<file path="config.mk">
export PLATFORM = sky130hd
export DESIGN_NAME = mc_pad_bank_ctrl
export DESIGN_NICKNAME = d
export VERILOG_FILES = /design/src/rtl/mc_pad_bank_ctrl.sv
export SDC_FILE = /design/constraint.sdc
export NUM_CORES = 1
export LEC_CHECK = 0
export CORE_MARGIN = 5
export CORE_UTILIZATION = 59
export CTS_BUF_LIST = sky130_fd_sc_hd__clkbuf_8
export CTS_CLUSTER_DIAMETER = 150
export CTS_CLUSTER_SIZE = 40
export DETAILED_ROUTE_END_ITERATION = 10
export GPL_TIMING_DRIVEN = 0
export PLACE_DENSITY = 0.81
export SETUP_SLACK_MARGIN = 0.1
export SLEW_MARGIN = 0
export SYNTH_ARGS = -nofsm -noshare
export SYNTH_HDL_FRONTEND = slang
export SYNTH_SLANG_ARGS = --single-unit
</file>
<file path="constraint.sdc">
create_clock -name clk_i -period 4.3 [get_ports clk_i]
set_input_delay 0.645 -clock clk_i [delete_from_list [all_inputs] [get_ports clk_i]]
set_output_delay 0.645 -clock clk_i [all_outputs]
set_load 0.02 [all_outputs]
</file>
<file path="src/rtl/mc_pad_bank_ctrl.sv">
// mc_pad_bank_ctrl: core-side controller for one bank of bidirectional pads.
// Per channel: registered output path, mode, OE turnaround, input sync/filter.
module mc_pad_bank_ctrl #(
    parameter int  NumPads    = 4,
    parameter int  TurnCycles = 2,
    parameter int  FiltCycles = 3,
    localparam int IdxW       = (NumPads > 1) ? $clog2(NumPads) : 1
) (
    input  logic               clk_i,
    input  logic               rst_i,
    input  logic               cfg_we_i,
    input  logic [IdxW-1:0]    cfg_idx_i,
    input  logic [1:0]         cfg_mode_i,
    input  logic               cfg_filt_en_i,
    input  logic [NumPads-1:0] core_d_i,
    input  logic [NumPads-1:0] core_oe_i,
    output logic [NumPads-1:0] core_d_o,
    output logic [NumPads-1:0] core_rise_o,
    output logic [NumPads-1:0] pad_d_o,
    output logic [NumPads-1:0] pad_oe_o,
    input  logic [NumPads-1:0] pad_d_i,
    output logic               busy_o
);

    localparam int CntW = (TurnCycles > 1) ? $clog2(TurnCycles) : 1;
    localparam int FcW  = $clog2(FiltCycles + 1);

    localparam logic [CntW-1:0] TurnLast =
        CntW'((TurnCycles > 0) ? TurnCycles - 1 : 0);
    localparam logic [FcW-1:0]  FiltLast = FcW'(FiltCycles - 1);

    typedef enum logic [1:0] {
        MODE_IN    = 2'b00,
        MODE_OUT   = 2'b01,
        MODE_BIDIR = 2'b10,
        MODE_OFF   = 2'b11
    } mode_e;

    typedef enum logic [1:0] {
        ST_IDLE,
        ST_WAIT,
        ST_DRIVE
    } oe_state_e;

    logic [NumPads-1:0] waiting;

    for (genvar n = 0; n < NumPads; n++) begin : g_ch
        mode_e           mode_q;
        logic            filt_q;
        logic            cfg_hit;
        logic            filt_toggle;
        logic            req;
        oe_state_e       st_q;
        logic [CntW-1:0] cnt_q;
        logic            oe_q;
        logic            dout_q;
        logic            s1_q;
        logic            s2_q;
        logic            cd_q;
        logic            cd_d1_q;
        logic            rise_q;
        logic [FcW-1:0]  fcnt_q;

        assign cfg_hit     = cfg_we_i && (cfg_idx_i == IdxW'(n));
        assign filt_toggle = cfg_hit && (cfg_filt_en_i != filt_q);

        // Drive request decoded from the currently effective mode
        always_comb begin
            req = 1'b0;
            unique case (mode_q)
                MODE_IN:    req = 1'b0;
                MODE_OUT:   req = 1'b1;
                MODE_BIDIR: req = core_oe_i[n];
                MODE_OFF:   req = 1'b0;
                default:    req = 1'b0;
            endcase
        end

        // Channel configuration, takes effect the cycle after the write
        always_ff @(posedge clk_i or posedge rst_i) begin
            if (rst_i) begin
                mode_q <= MODE_IN;
                filt_q <= 1'b0;
            end else if (cfg_hit) begin
                mode_q <= mode_e'(cfg_mode_i);
                filt_q <= cfg_filt_en_i;
            end
        end

        // OE turnaround FSM: delayed assertion, immediate release
        always_ff @(posedge clk_i or posedge rst_i) begin
            if (rst_i) begin
                st_q  <= ST_IDLE;
                cnt_q <= '0;
                oe_q  <= 1'b0;
            end else begin
                unique case (st_q)
                    ST_IDLE: begin
                        cnt_q <= '0;
                        if (req) begin
                            if (TurnCycles == 0) begin
                                st_q <= ST_DRIVE;
                                oe_q <= 1'b1;
                            end else begin
                                st_q <= ST_WAIT;
                            end
                        end
                    end
                    ST_WAIT: begin
                        if (!req) begin
                            st_q  <= ST_IDLE;
                            cnt_q <= '0;
                        end else if (cnt_q == TurnLast) begin
                            st_q  <= ST_DRIVE;
                            oe_q  <= 1'b1;
                            cnt_q <= '0;
                        end else begin
                            cnt_q <= cnt_q + CntW'(1);
                        end
                    end
                    ST_DRIVE: begin
                        if (!req) begin
                            st_q <= ST_IDLE;
                            oe_q <= 1'b0;
                        end
                    end
                    default: begin
                        st_q  <= ST_IDLE;
                        cnt_q <= '0;
                        oe_q  <= 1'b0;
                    end
                endcase
            end
        end

        // Output data register, held low while the channel is off
        always_ff @(posedge clk_i or posedge rst_i) begin
            if (rst_i) begin
                dout_q <= 1'b0;
            end else begin
                dout_q <= core_d_i[n] && (mode_q != MODE_OFF);
            end
        end

        // Two-flop synchroniser for the asynchronous pad input
        always_ff @(posedge clk_i or posedge rst_i) begin
            if (rst_i) begin
                s1_q <= 1'b0;
                s2_q <= 1'b0;
            end else begin
                s1_q <= pad_d_i[n];
                s2_q <= s1_q;
            end
        end

        // Glitch filter: accept a new level after FiltCycles stable samples
        always_ff @(posedge clk_i or posedge rst_i) begin
            if (rst_i) begin
                cd_q   <= 1'b0;
                fcnt_q <= '0;
            end else begin
                if (mode_q == MODE_OFF) begin
                    cd_q   <= 1'b0;
                    fcnt_q <= '0;
                end else if (!filt_q) begin
                    cd_q   <= s2_q;
                    fcnt_q <= '0;
                end else if (s2_q != cd_q) begin
                    if (fcnt_q == FiltLast) begin
                        cd_q   <= s2_q;
                        fcnt_q <= '0;
                    end else begin
                        fcnt_q <= fcnt_q + FcW'(1);
                    end
                end else begin
                    fcnt_q <= '0;
                end
                if (filt_toggle) begin
                    fcnt_q <= '0;
                end
            end
        end

        // Registered rising-edge flag on the accepted input level
        always_ff @(posedge clk_i or posedge rst_i) begin
            if (rst_i) begin
                cd_d1_q <= 1'b0;
                rise_q  <= 1'b0;
            end else begin
                cd_d1_q <= cd_q;
                rise_q  <= cd_q && !cd_d1_q && (mode_q != MODE_OFF);
            end
        end

        assign pad_oe_o[n]    = oe_q;
        assign pad_d_o[n]     = dout_q;
        assign core_d_o[n]    = cd_q;
        assign core_rise_o[n] = rise_q;
        assign waiting[n]     = (st_q == ST_WAIT);
    end

    assign busy_o = |waiting;

endmodule

</file>
==> run metrics <==
status=complete, no violations; Power Dens Cells=566 nW/um2; postcts setup bufs=0; cell family with most CP delay=buffers and inverters; global placement routability congestion=between 0.7 and 0.8; # rows=24; die height=between 70 and 80 um; syn avg cell area=around 12 um2; clock-pin slew on the worst setup and hold paths=~60 ps; Primary FF master, synth=dfrtp_1; Mapped Area=around 2600 um2; Post-synth ARST share=1.00; switching share of total power=0.289; Seq cells post-synth=60; IO Pins=37; worst hold path class=reg -> reg; Final Hold Fails=0; Longest Clk Path Bufs=2; ant diodes=0; antenna violations before repair=0; crit-path cells=nand2b_1, nand4_1, clkdlybuf4s50_1; share of post-route cells with drive strength above 1=0.174; register area=1500 um2; cts hold-fix bufs=0; MaxCap Viol Count=0; CTS H-tree lvls=3; Synth Warn #=0; simple-gate area share of the yosys netlist=0.147; Root Buffer=clkbuf_8; vias=between 1500 and 2000; Final ANT Viol Nets=0; Flop pwr share=0.441; CP max stage cell=clkdlybuf4s50_1; Critical Path Fanout Max=6; clock sink total=60; final period utilization=0.533; HP Start=g_ch[0].s1_q; # fillers=about 320; sequential area share after synthesis=0.581; post-layout util=0.754; CP Class=reg -> out; synthesized net count=approximately 240; Die X=around 76 um; WL/cell=~14 um; top cells by area, synth=dfrtp_1 58%, buf_4 4.6%, mux2_2 3.9%; top-count cell post-synth=dfrtp_1; Critical Path Sink Type=output pin; detailed-route vias per instance=5.23; dpl hpwl=about 3100 um; EDFF count, synth=0; port bufs=36; Min Clock Period, post-route=between 2000 and 2500 ps; post-synthesis mux area share=0.0567; reg2reg start=g_ch[0].mode_q[0]; GRT Util Overall=0.177; distinct cell type count of the synthesized netlist=26; top cell type's share of synthesized area=0.581; Nets=roughly 290; Synth Area in Compound Gates=0.0901; Final Non-Filler Cells=approximately 320; Starting Density=0.602; CP Data Required Time=~3700 ps; Worst Path Arrival=1650 ps; Pleak=1.49 nW; Slew @ Worst Pin=approximately 500 ps; largest net degree at the start of global routing=45; Core Area=between 4000 and 5000 um2; final WL=4540 um; largest vdd supply drop=about 300 uV; total congestion overflow=0; DP Cell Count=roughly 300; maximum clock frequency=436 MHz; max incr delay on CP=600 ps; RSZ-0062 raised after global routing=no; DRT iter0 DRCs=46; DR pass1 iterations=4; XOR/XNOR Fraction of Synth Area=0.0136; first-pass GRT wire length=8010 um; # setup viols final=0; CTS resizes=0; Synth Area in Adders=0.0387; Cell Int Power=around 1.3 mW; Critical path buffers and inverters=1; setup TNS=0 ps; area taken by multi-input logic gates=just under 900 um2; Setup crit start=g_ch[1].st_q[1]; Cells after Synth=213; CTS Buf Count=9; DR DRC count=0; Synth area leader=dfrtp_1; Synth top cells by count=60 x dfrtp_1, 17 x inv_1, 16 x buf_4; Die ar.=a little under 6000 um2; NetSw=approximately 0.53 mW; Clock Latency Late Sink=330 ps; clock tree from TritonCTS=done; Slew Limit Headroom=0.655; Logic pwr share=0.275; final setup skew=~5.9 ps; vias in the first global route=between 1500 and 2000; fin. max-slew vios=0; main combinational cell family by area after synthesis=simple AND/OR/NAND/NOR gates; Worst Setup Start Kind=register; Synth-to-Final Area Change=25.3%; Clk network pwr share=0.284
cell families after synthesis:
family,after synthesis
fa+ha+maj,8
xor+xnor,4
mux,12
buf+inv,34
compound gates,34
flops,60
simple gates,61
routing by layer:
layer  track usage  vias to the layer above  routed length, um
met3        0.0638                        6                212
met5             0                        -                  0
met1         0.213                      808               1950
met2         0.288                       30               2310
li1              -                      808                  -
met4        0.0734                        0                 70
state kept, by name, indices dropped and copies added (netlist names):
register	cells
g_ch.oe_q	4
g_ch.filt_q	4
g_ch.s2_q	4
g_ch.st_q	8
g_ch.cnt_q	4
g_ch.mode_q	8
g_ch.rise_q	4
g_ch.fcnt_q	8
g_ch.cd_q	4
g_ch.dout_q	4
g_ch.cd_d1_q	4
g_ch.s1_q	4
cell usage in the layout (no fill, tap or decap), types with 2 or more instances in the layout:
master           netlist  routed
a21o_1                 2       2
dfrtp_1               60      60
o21ai_0                6       6
nor2_1                10      10
mux2_4                 3       3
mux2_2                 9       9
ha_1                   8       8
a221o_1                2       2
clkdlybuf4s50_1        0      36
a211oi_1               4       4
o311ai_0               4       4
nor3b_1                8       8
nand2b_1              11      11
xor2_1                 4       4
inv_2                  1       2
o31ai_1                6       6
a21oi_1                8       8
inv_1                 17      16
buf_4                 16      16
o2bb2ai_1              2       2
clkbuf_8               0      13
nand3b_1              12      12
nor2b_1               14      14
or2_1                  2       2
layout make-up:
cell class,instances,area share
sequential,60,0.464
multi-input combinational,119,0.276
timing repair buffer,37,0.117
clock buffer,13,0.0553
buffer,16,0.0371
inverter,18,0.0209
tap,52,0.0201
clock inverter,1,0.00927
path summary, 6_finish.rpt:
kind	slack, ps	end	cells after the start
setup reg to reg	2860	g_ch[0].st_q[0]	5
hold / removal	350	g_ch[0].s2_q	0
max in group asynchronous	3150	g_ch[2].mode_q[0]	3
min in group asynchronous	610	g_ch[0].s2_q	2
setup / recovery	2010	busy_o	3
hold reg to reg	350	g_ch[0].s2_q	0
per-stage QoR:
step           worst slack, ps  power, mW  cell area (um2)  hold slack [ps]
2_1_floorplan             2170       1.14             2580              331
4_1_cts                   1980       1.85             3240              347
6_report                  2010       1.83             3240              348
5_1_grt                   1910       1.95             3240              349
3_3_place_gp              1160       1.30             3010              334
3_5_place_dp              2250       1.32             3030              336
power groups by stage:
| stage | Clock, mW | Sequential, mW | Combinational, mW |
|---|---|---|---|
| 2_1_floorplan | 0 | 0.784 | 0.354 |
| 3_3_place_gp | 0 | 0.807 | 0.489 |
| 3_5_place_dp | 0 | 0.814 | 0.504 |
| 4_1_cts | 0.534 | 0.808 | 0.512 |
| 5_1_grt | 0.559 | 0.828 | 0.559 |
| 6_report | 0.520 | 0.807 | 0.504 |
(Power assumes the default switching activity.)
